==> src/rtl/flash_byte_sequencer.sv <==
// Flash byte sequencer: fetches 32-bit words from a flash word range and
// streams them out one byte at a time, ascending or descending.
`timescale 1ns/1ps
module flash_byte_sequencer #(
  parameter int unsigned WORD_DELTA = 1,
  parameter int          LOOP       = 1
) (
  input  logic        clk,
  input  logic        rst_n,
  input  logic        start,
  input  logic        stop,
  input  logic        reverse,
  input  logic [22:0] start_word,
  input  logic [22:0] end_word,
  output logic        flash_read,
  output logic [22:0] flash_address,
  input  logic        flash_waitrequest,
  input  logic        flash_readdatavalid,
  input  logic [31:0] flash_readdata,
  output logic        byte_valid,
  output logic [7:0]  byte_data,
  input  logic        byte_ready,
  output logic        busy,
  output logic        wrap
);

  typedef enum logic [2:0] {
    IDLE,
    REQ,
    WAIT_DATA,
    SERVE,
    DRAIN
  } state_t;

  localparam logic [22:0] DELTA = 23'(WORD_DELTA);

  state_t      state, state_nxt;
  logic [22:0] word, word_nxt;
  logic [1:0]  byte_sel, byte_sel_nxt;
  logic [31:0] buffer, buffer_nxt;
  logic        wrap_nxt;
  logic        accept;

  // A stop in REQ withdraws the request in the same cycle, so an aborted
  // request can never be accepted by the flash and leave a read behind.
  assign flash_read    = (state == REQ) && !stop;
  assign flash_address = word;
  assign byte_valid    = (state == SERVE);
  assign byte_data     = buffer[{byte_sel, 3'b000} +: 8];
  assign busy          = (state != IDLE);
  assign accept        = byte_valid && byte_ready;

  // State, position, data buffer and wrap pulse registers.
  always_ff @(posedge clk or negedge rst_n) begin
    if (!rst_n) begin
      state    <= IDLE;
      word     <= '0;
      byte_sel <= '0;
      buffer   <= '0;
      wrap     <= 1'b0;
    end else begin
      state    <= state_nxt;
      word     <= word_nxt;
      byte_sel <= byte_sel_nxt;
      buffer   <= buffer_nxt;
      wrap     <= wrap_nxt;
    end
  end

  // Next-state logic: fetch, serve bytes, step the position and handle limits.
  always_comb begin
    state_nxt    = state;
    word_nxt     = word;
    byte_sel_nxt = byte_sel;
    buffer_nxt   = buffer;
    wrap_nxt     = 1'b0;
    unique case (state)
      IDLE: begin
        if (!stop && start) begin
          state_nxt = REQ;
          if (reverse) begin
            word_nxt     = end_word;
            byte_sel_nxt = 2'd3;
          end else begin
            word_nxt     = start_word;
            byte_sel_nxt = 2'd0;
          end
        end
      end
      REQ: begin
        if (stop) begin
          state_nxt = IDLE;
        end else if (!flash_waitrequest) begin
          state_nxt = WAIT_DATA;
        end
      end
      WAIT_DATA: begin
        if (flash_readdatavalid) begin
          if (stop) begin
            state_nxt = IDLE;
          end else begin
            buffer_nxt = flash_readdata;
            state_nxt  = SERVE;
          end
        end else if (stop) begin
          state_nxt = DRAIN;
        end
      end
      SERVE: begin
        if (stop) begin
          state_nxt = IDLE;
        end else if (accept) begin
          if (!reverse) begin
            if (byte_sel != 2'd3) begin
              byte_sel_nxt = byte_sel + 2'd1;
            end else if (word >= end_word) begin
              wrap_nxt = 1'b1;
              if (LOOP != 0) begin
                word_nxt     = start_word;
                byte_sel_nxt = 2'd0;
                state_nxt    = REQ;
              end else begin
                state_nxt = IDLE;
              end
            end else begin
              word_nxt     = word + DELTA;
              byte_sel_nxt = 2'd0;
              state_nxt    = REQ;
            end
          end else begin
            if (byte_sel != 2'd0) begin
              byte_sel_nxt = byte_sel - 2'd1;
            end else if (word <= start_word) begin
              wrap_nxt = 1'b1;
              if (LOOP != 0) begin
                word_nxt     = end_word;
                byte_sel_nxt = 2'd3;
                state_nxt    = REQ;
              end else begin
                state_nxt = IDLE;
              end
            end else begin
              word_nxt     = word - DELTA;
              byte_sel_nxt = 2'd3;
              state_nxt    = REQ;
            end
          end
        end
      end
      DRAIN: begin
        if (flash_readdatavalid) begin
          state_nxt = IDLE;
        end
      end
      default: state_nxt = IDLE;
    endcase
  end

endmodule
==> config.mk <==
export PLATFORM = sky130hd
export DESIGN_NAME = flash_byte_sequencer
export DESIGN_NICKNAME = d
export VERILOG_FILES = /design/src/rtl/flash_byte_sequencer.sv
export SDC_FILE = /design/constraint.sdc
export NUM_CORES = 1
export LEC_CHECK = 0
export BUFFER_PORTS_ARGS = -buffer_cell sky130_fd_sc_hd__buf_2
export CORE_MARGIN = 1.5
export CORE_UTILIZATION = 51
export CTS_CLUSTER_SIZE = 25
export DETAILED_ROUTE_END_ITERATION = 10
export PLACE_DENSITY = 0.78
export SLEW_MARGIN = 20
export SYNTH_ARGS = -nofsm -noshare
export SYNTH_HDL_FRONTEND = slang
export SYNTH_SLANG_ARGS = --single-unit
==> constraint.sdc <==
create_clock -name clk -period 2.5 [get_ports clk]
set_clock_uncertainty 0.1 [all_clocks]
set_input_delay 0.75 -clock clk [delete_from_list [all_inputs] [get_ports clk]]
set_output_delay 0.75 -clock clk [all_outputs]
set_load 0.005 [all_outputs]
* Word-level counts from Yosys, hierarchy flattened
Index checks and enable logic that the tools add are counted.
** Word-level totals
- Bits of input ports :: 86
- Logic and storage cells :: 80
- Register bits :: 61
** Operators by class
- Reductions and logical operators :: 12
- Shift-type cells :: 1
- Equality and inequality tests :: 16
- Bitwise operators :: 1
- Order comparisons :: 2
- $add $sub $neg :: 4
- Muxes and demuxes :: 39
** Operators by type and width (number)
- $mux W23 :: 9
- $pmux W23 S2 :: 1
- $mux W3 :: 11
- $shiftx A32 B6 Y8 :: 1
- $add A23 B1 Y23 const B :: 1
- $ge A23 B23 Y1 :: 1
- $le A23 B23 Y1 :: 1
- $sub A23 B1 Y23 const B :: 1
- $mux W2 :: 8
- $pmux W3 S5 :: 1
- $ne A3 B3 Y1 const B :: 4
- $mux W1 :: 8
- $ne A2 B2 Y1 const B :: 4
- $ne A4 B4 Y1 const B :: 2
- $reduce_and A7 Y1 :: 1
- $eq A3 B2 Y1 const B :: 2
- $reduce_and A6 Y1 :: 1
- $pmux W2 S2 :: 1
- $reduce_and A4 Y1 :: 1
- $reduce_bool A2 Y1 :: 2
- $eq A3 B1 Y1 const B :: 1
- $eq A3 B3 Y1 const B :: 1
- $logic_and A1 B1 Y1 :: 3
- $logic_not A3 Y1 :: 1
- other kinds (8) :: 8

* Logic depth before layout (Yosys ltp)
- Word-level depth :: 7
- Depth in mapped cells :: 11
- Depth with buffers taken out :: 9

* Worst setup path after synthesis
OpenSTA, ideal clock, no wires.
- Path kind :: input to register
- Start :: input port start_word[21]
- End :: register word[1] (netlist: flash_address[1])
- Setup time :: 126 ps
- Arrival :: 2599 ps
- Buffers on the path :: 2
- Required time :: 2274 ps
- Path slack :: -325 ps
- Stages on the path :: 10
- Cell sequence :: inv_1 -> ha_1 -> nand4_1 -> nor3_2 -> or3b_1 -> buf_6 -> a21oi_4 -> buf_6 -> a21oi_1 -> a221o_1
** Between the ends
- Word-level cells in the longest chain between the ends :: 7
** RTL lines
- from (decl) :: line 13 : input logic [22:0] start_word,
- $le A23 B23 Y1 :: line 133 : end else if (word <= start_word) begin
- $mux W23 :: line 133
- $mux W23 :: line 131 : if (byte_sel != 2'd0) begin
- $mux W23 :: line 113 : if (!reverse) begin
- $mux W23 :: line 112 : end else if (accept) begin
- $mux W23 :: line 110 : if (stop) begin
- $pmux W23 S2 :: line 77 : unique case (state)
- to (signal assigned) :: line 63 : word <= word_nxt;
- to (decl) :: line 38 : logic [22:0] word, word_nxt;
Every way passes these cells. The select of a mux whose other input is x is not followed.
A chain may end at the register's enable or synchronous reset.

* Final worst setup path
- Start :: register word[22] (netlist: flash_address[22])
- End :: register word[9] (netlist: flash_address[9])
** Between the ends
- Word-level cells in the longest chain between the ends :: 7
** RTL lines (line)
- $ge A23 B23 Y1 / $le A23 B23 Y1 (equally long branches) :: 116, 133
- $mux W23 (on tied branches) :: 116, 133
- $mux W23 (on tied branches) :: 114, 131
- $mux W23 (*) :: 113
- $mux W23 (*) :: 112
- $mux W23 (*) :: 110
- $pmux W23 S2 (*) :: 77
Every way passes the cells marked *; elsewhere a longest branch is shown, timed or not. The select of a mux whose other input is x is not followed.

==> metrics.txt <==
CTS clk-pin slew, worst paths 0.07 ns; Avg Inst Size Synth 8.828 µm²; CP cell instances buf_6 > ha_4 > nand4_1 > buf_4 > inv_2 > a22oi_2 > nand4b_1 > buf_4 > o211ai_1 > o211ai_1 > a31oi_1; Rel. slew slack 42.68%; drt via density 7.107; CTS sink count 61; Worst EP required 2.65 ns; Synth Warn # 0; Starting Density 51.93%; CP max stage cell dfrtp_2; Max Root-Sink Buffers 2; Fill cells 560; total wire length 30.23 mm; worst vdd ir 754.8 µV; Lkg Pwr 0.004179 µW; Boundary Pins 121; GRT Util Overall 39.55%; Syn Inst Count 666; GRT Residual Overflow 0; Worst setup SP type flop; IO Port Bufs 120; Antenna Nets Post-Route 0; Synth Flop Type dfrtp_1; period utilisation layout 129.4%; Synth Area in Compound Gates 19.34%; CTS tree done; Hold Crit Class in -> async; initial antenna violation count 2; worst reg2reg endpoint flash_address[9]; Max stage delay on crit path 0.45 ns; Final #Nets 1075; Final Max Slew Viols 0; DRC 0; Core Rows 39; max_cap viols 0; share of layout cells above drive strength 1 54.98%; die width 110.4 µm; count leader, synth dfrtp_1; Post-Syn Area 5879 µm²; hold_buf cts 0; post-synthesis mux area share 11.07%; Hold Violations, Final 0; delay-heaviest family, CP compound AO/OA/AOI/OAI gates; crit path time final 3.236 ns; #FFs+latches synth 61; final worst slack -0.7361 ns; syn nets 802; Synth async-reset ratio 100.0%; CTS buffer count 9; crit end category flop; CTS root buffer clkbuf_16; EDFF count, synth 0; adder-cell share of the synthesized area 10.64%; Worst Tran Pin Value 0.8536 ns; RSZ-0062 raised after global routing yes; vias in the first global route 6981; Sum Neg Setup Slack -10.90 ns; initial drt markers 1198; Power Density 1243 nW/µm²; dpl hpwl 15.33 mm; Clk Latency, worst-skew pair 0.36 ns; P&R area growth vs syn 59.84%; worst slack at placement -0.6221 ns; H-tree depth 3; top post-synthesis cells by area dfrtp_1 26%, ha_1 11%, mux2_2 6.1%; top cell type by total area after synthesis dfrtp_1; Placed Cells 1030; Worst Path Max Fanout 3; Die Footprint 12180 µm²; Post-synth top cells 61 x dfrtp_1, 57 x inv_1, 52 x nand2_1; post-synthesis simple-gate area fraction 18.96%; cells on worst reg2reg path 11; Max Fclk 309.0 MHz; XOR/XNOR Fraction of Synth Area 6.108%; largest family of logic cells by synthesized area compound AO/OA/AOI/OAI gates; final setup vio count 24; first-pass GRT wire length 35.87 mm; worst path arrival time 3.39 ns; design area 9398 µm²; Seq/Total Area, Yosys 25.96%; failing checks negative setup slack; core area 11320 µm²; largest net degree at the start of global routing 62; Reg2Reg Setup Slack -0.74 ns; gpl congestion 0.9716; total power 11680 µW; Synth top area share 25.96%; library cells used by synthesis 73; Die Y 110.4 µm; placed instance area 7929 µm²; drt first pass iters 8; Setup CP Type reg -> reg; via count 7740; DR WL/cell 27.76 µm; reg2reg start flash_address[22]; Layout Cells excl Fill 1089; CP Buf/Inv Count 4; status finished, violations left
[per-layer routing]
| metal | global-route usage (%) | vias up | share of wire, % |
|---|---|---|---|
| met5 | 0 | - | 0.21 |
| met2 | 62.96 | 793 | 43 |
| met4 | 28.57 | 2 | 11 |
| met1 | 44.80 | 3573 | 32 |
| met3 | 12.23 | 360 | 14 |
| li1 | - | 3012 | - |
[kinds of logic after synthesis]
group / after synthesis
xor+xnor: 41
compound gates: 164
simple gates: 193
buf+inv: 106
mux: 51
fa+ha+maj: 50
flops: 61
[metrics by stage]
step | hold slack (ns) | utilization (%)
6_report | 0.3065 | 83.01
5_1_grt | 0.3414 | 82.97
4_1_cts | 0.3257 | 76.61
3_5_place_dp | 0.3893 | 70.04
3_3_place_gp | 0.3819 | 70.04
2_1_floorplan | 0.3544 | -
[sequential cells by signal (all words and copies together), names as in the netlist]
signal and flops:
buffer 32, state 3, wrap 1, byte_sel 2, flash_address 23
[report_power, final]
part | switching, µW | internal, µW | total, µW
combinational | 4400 | 3680 | 8080
clock | 567 | 976 | 1540
sequential | 570 | 1480 | 2050
total | 5540 | 6140 | 11700
[cell usage in the layout, fill, tap and decap left out, types with 17 or more instances in the layout]
master and count:
inv_1 35, xnor2_1 29, nand2_1 46, nand3_1 17, buf_6 27, ha_4 27
nor2_1 31, ha_1 23, dfrtp_1 50, buf_4 163, o21ai_0 26, mux2_2 32
buf_2 105
[final cells by class]
type	count	area [µm²]	share of cell area, %
Multi-Input combinational cell	500	4748	50.53
Timing Repair Buffer	310	2313	24.62
Sequential cell	61	1540	16.39
Inverter	57	271.5	2.889
Clock buffer	10	229.0	2.436
Tap cell	143	178.9	1.904
Clock inverter	6	111.4	1.185
Antenna cell	2	5.005	0.05326
[worst max-delay path by stage]
stage / from / end / slack [ns] / depth (start not counted)
after floorplan: start_word[18] / flash_address[1] / -0.23 / 10
after global placement: start_word[18] / flash_address[0] / -0.54 / 9
after detailed placement: end_word[12] / flash_address[17] / -0.62 / 12
after CTS: start_word[14] / flash_address[20] / -0.23 / 11
after global routing: end_word[8] / flash_address[9] / -0.90 / 12
final: flash_address[22] / flash_address[9] / -0.74 / 11
[worst register-to-register path, delay by kind of cell, from the launching register on]
kind,cells,cell delay [ns]
compound gates,4,1.20
simple gates,2,0.54
flops,1,0.45
fa+ha+maj,1,0.25
buf+inv,4,0.59
[what timing repair did]
| action | in CTS | in global routing |
|---|---|---|
| endpoints found under the setup margin | 32 | 32 |
| pin swaps | 33 | 53 |
| buffers inserted | 13 | 28 |
| gates cloned | 2 | 2 |
| resized for setup | 60 | 121 |
Note: power is estimated with default switching activity, not from simulation.
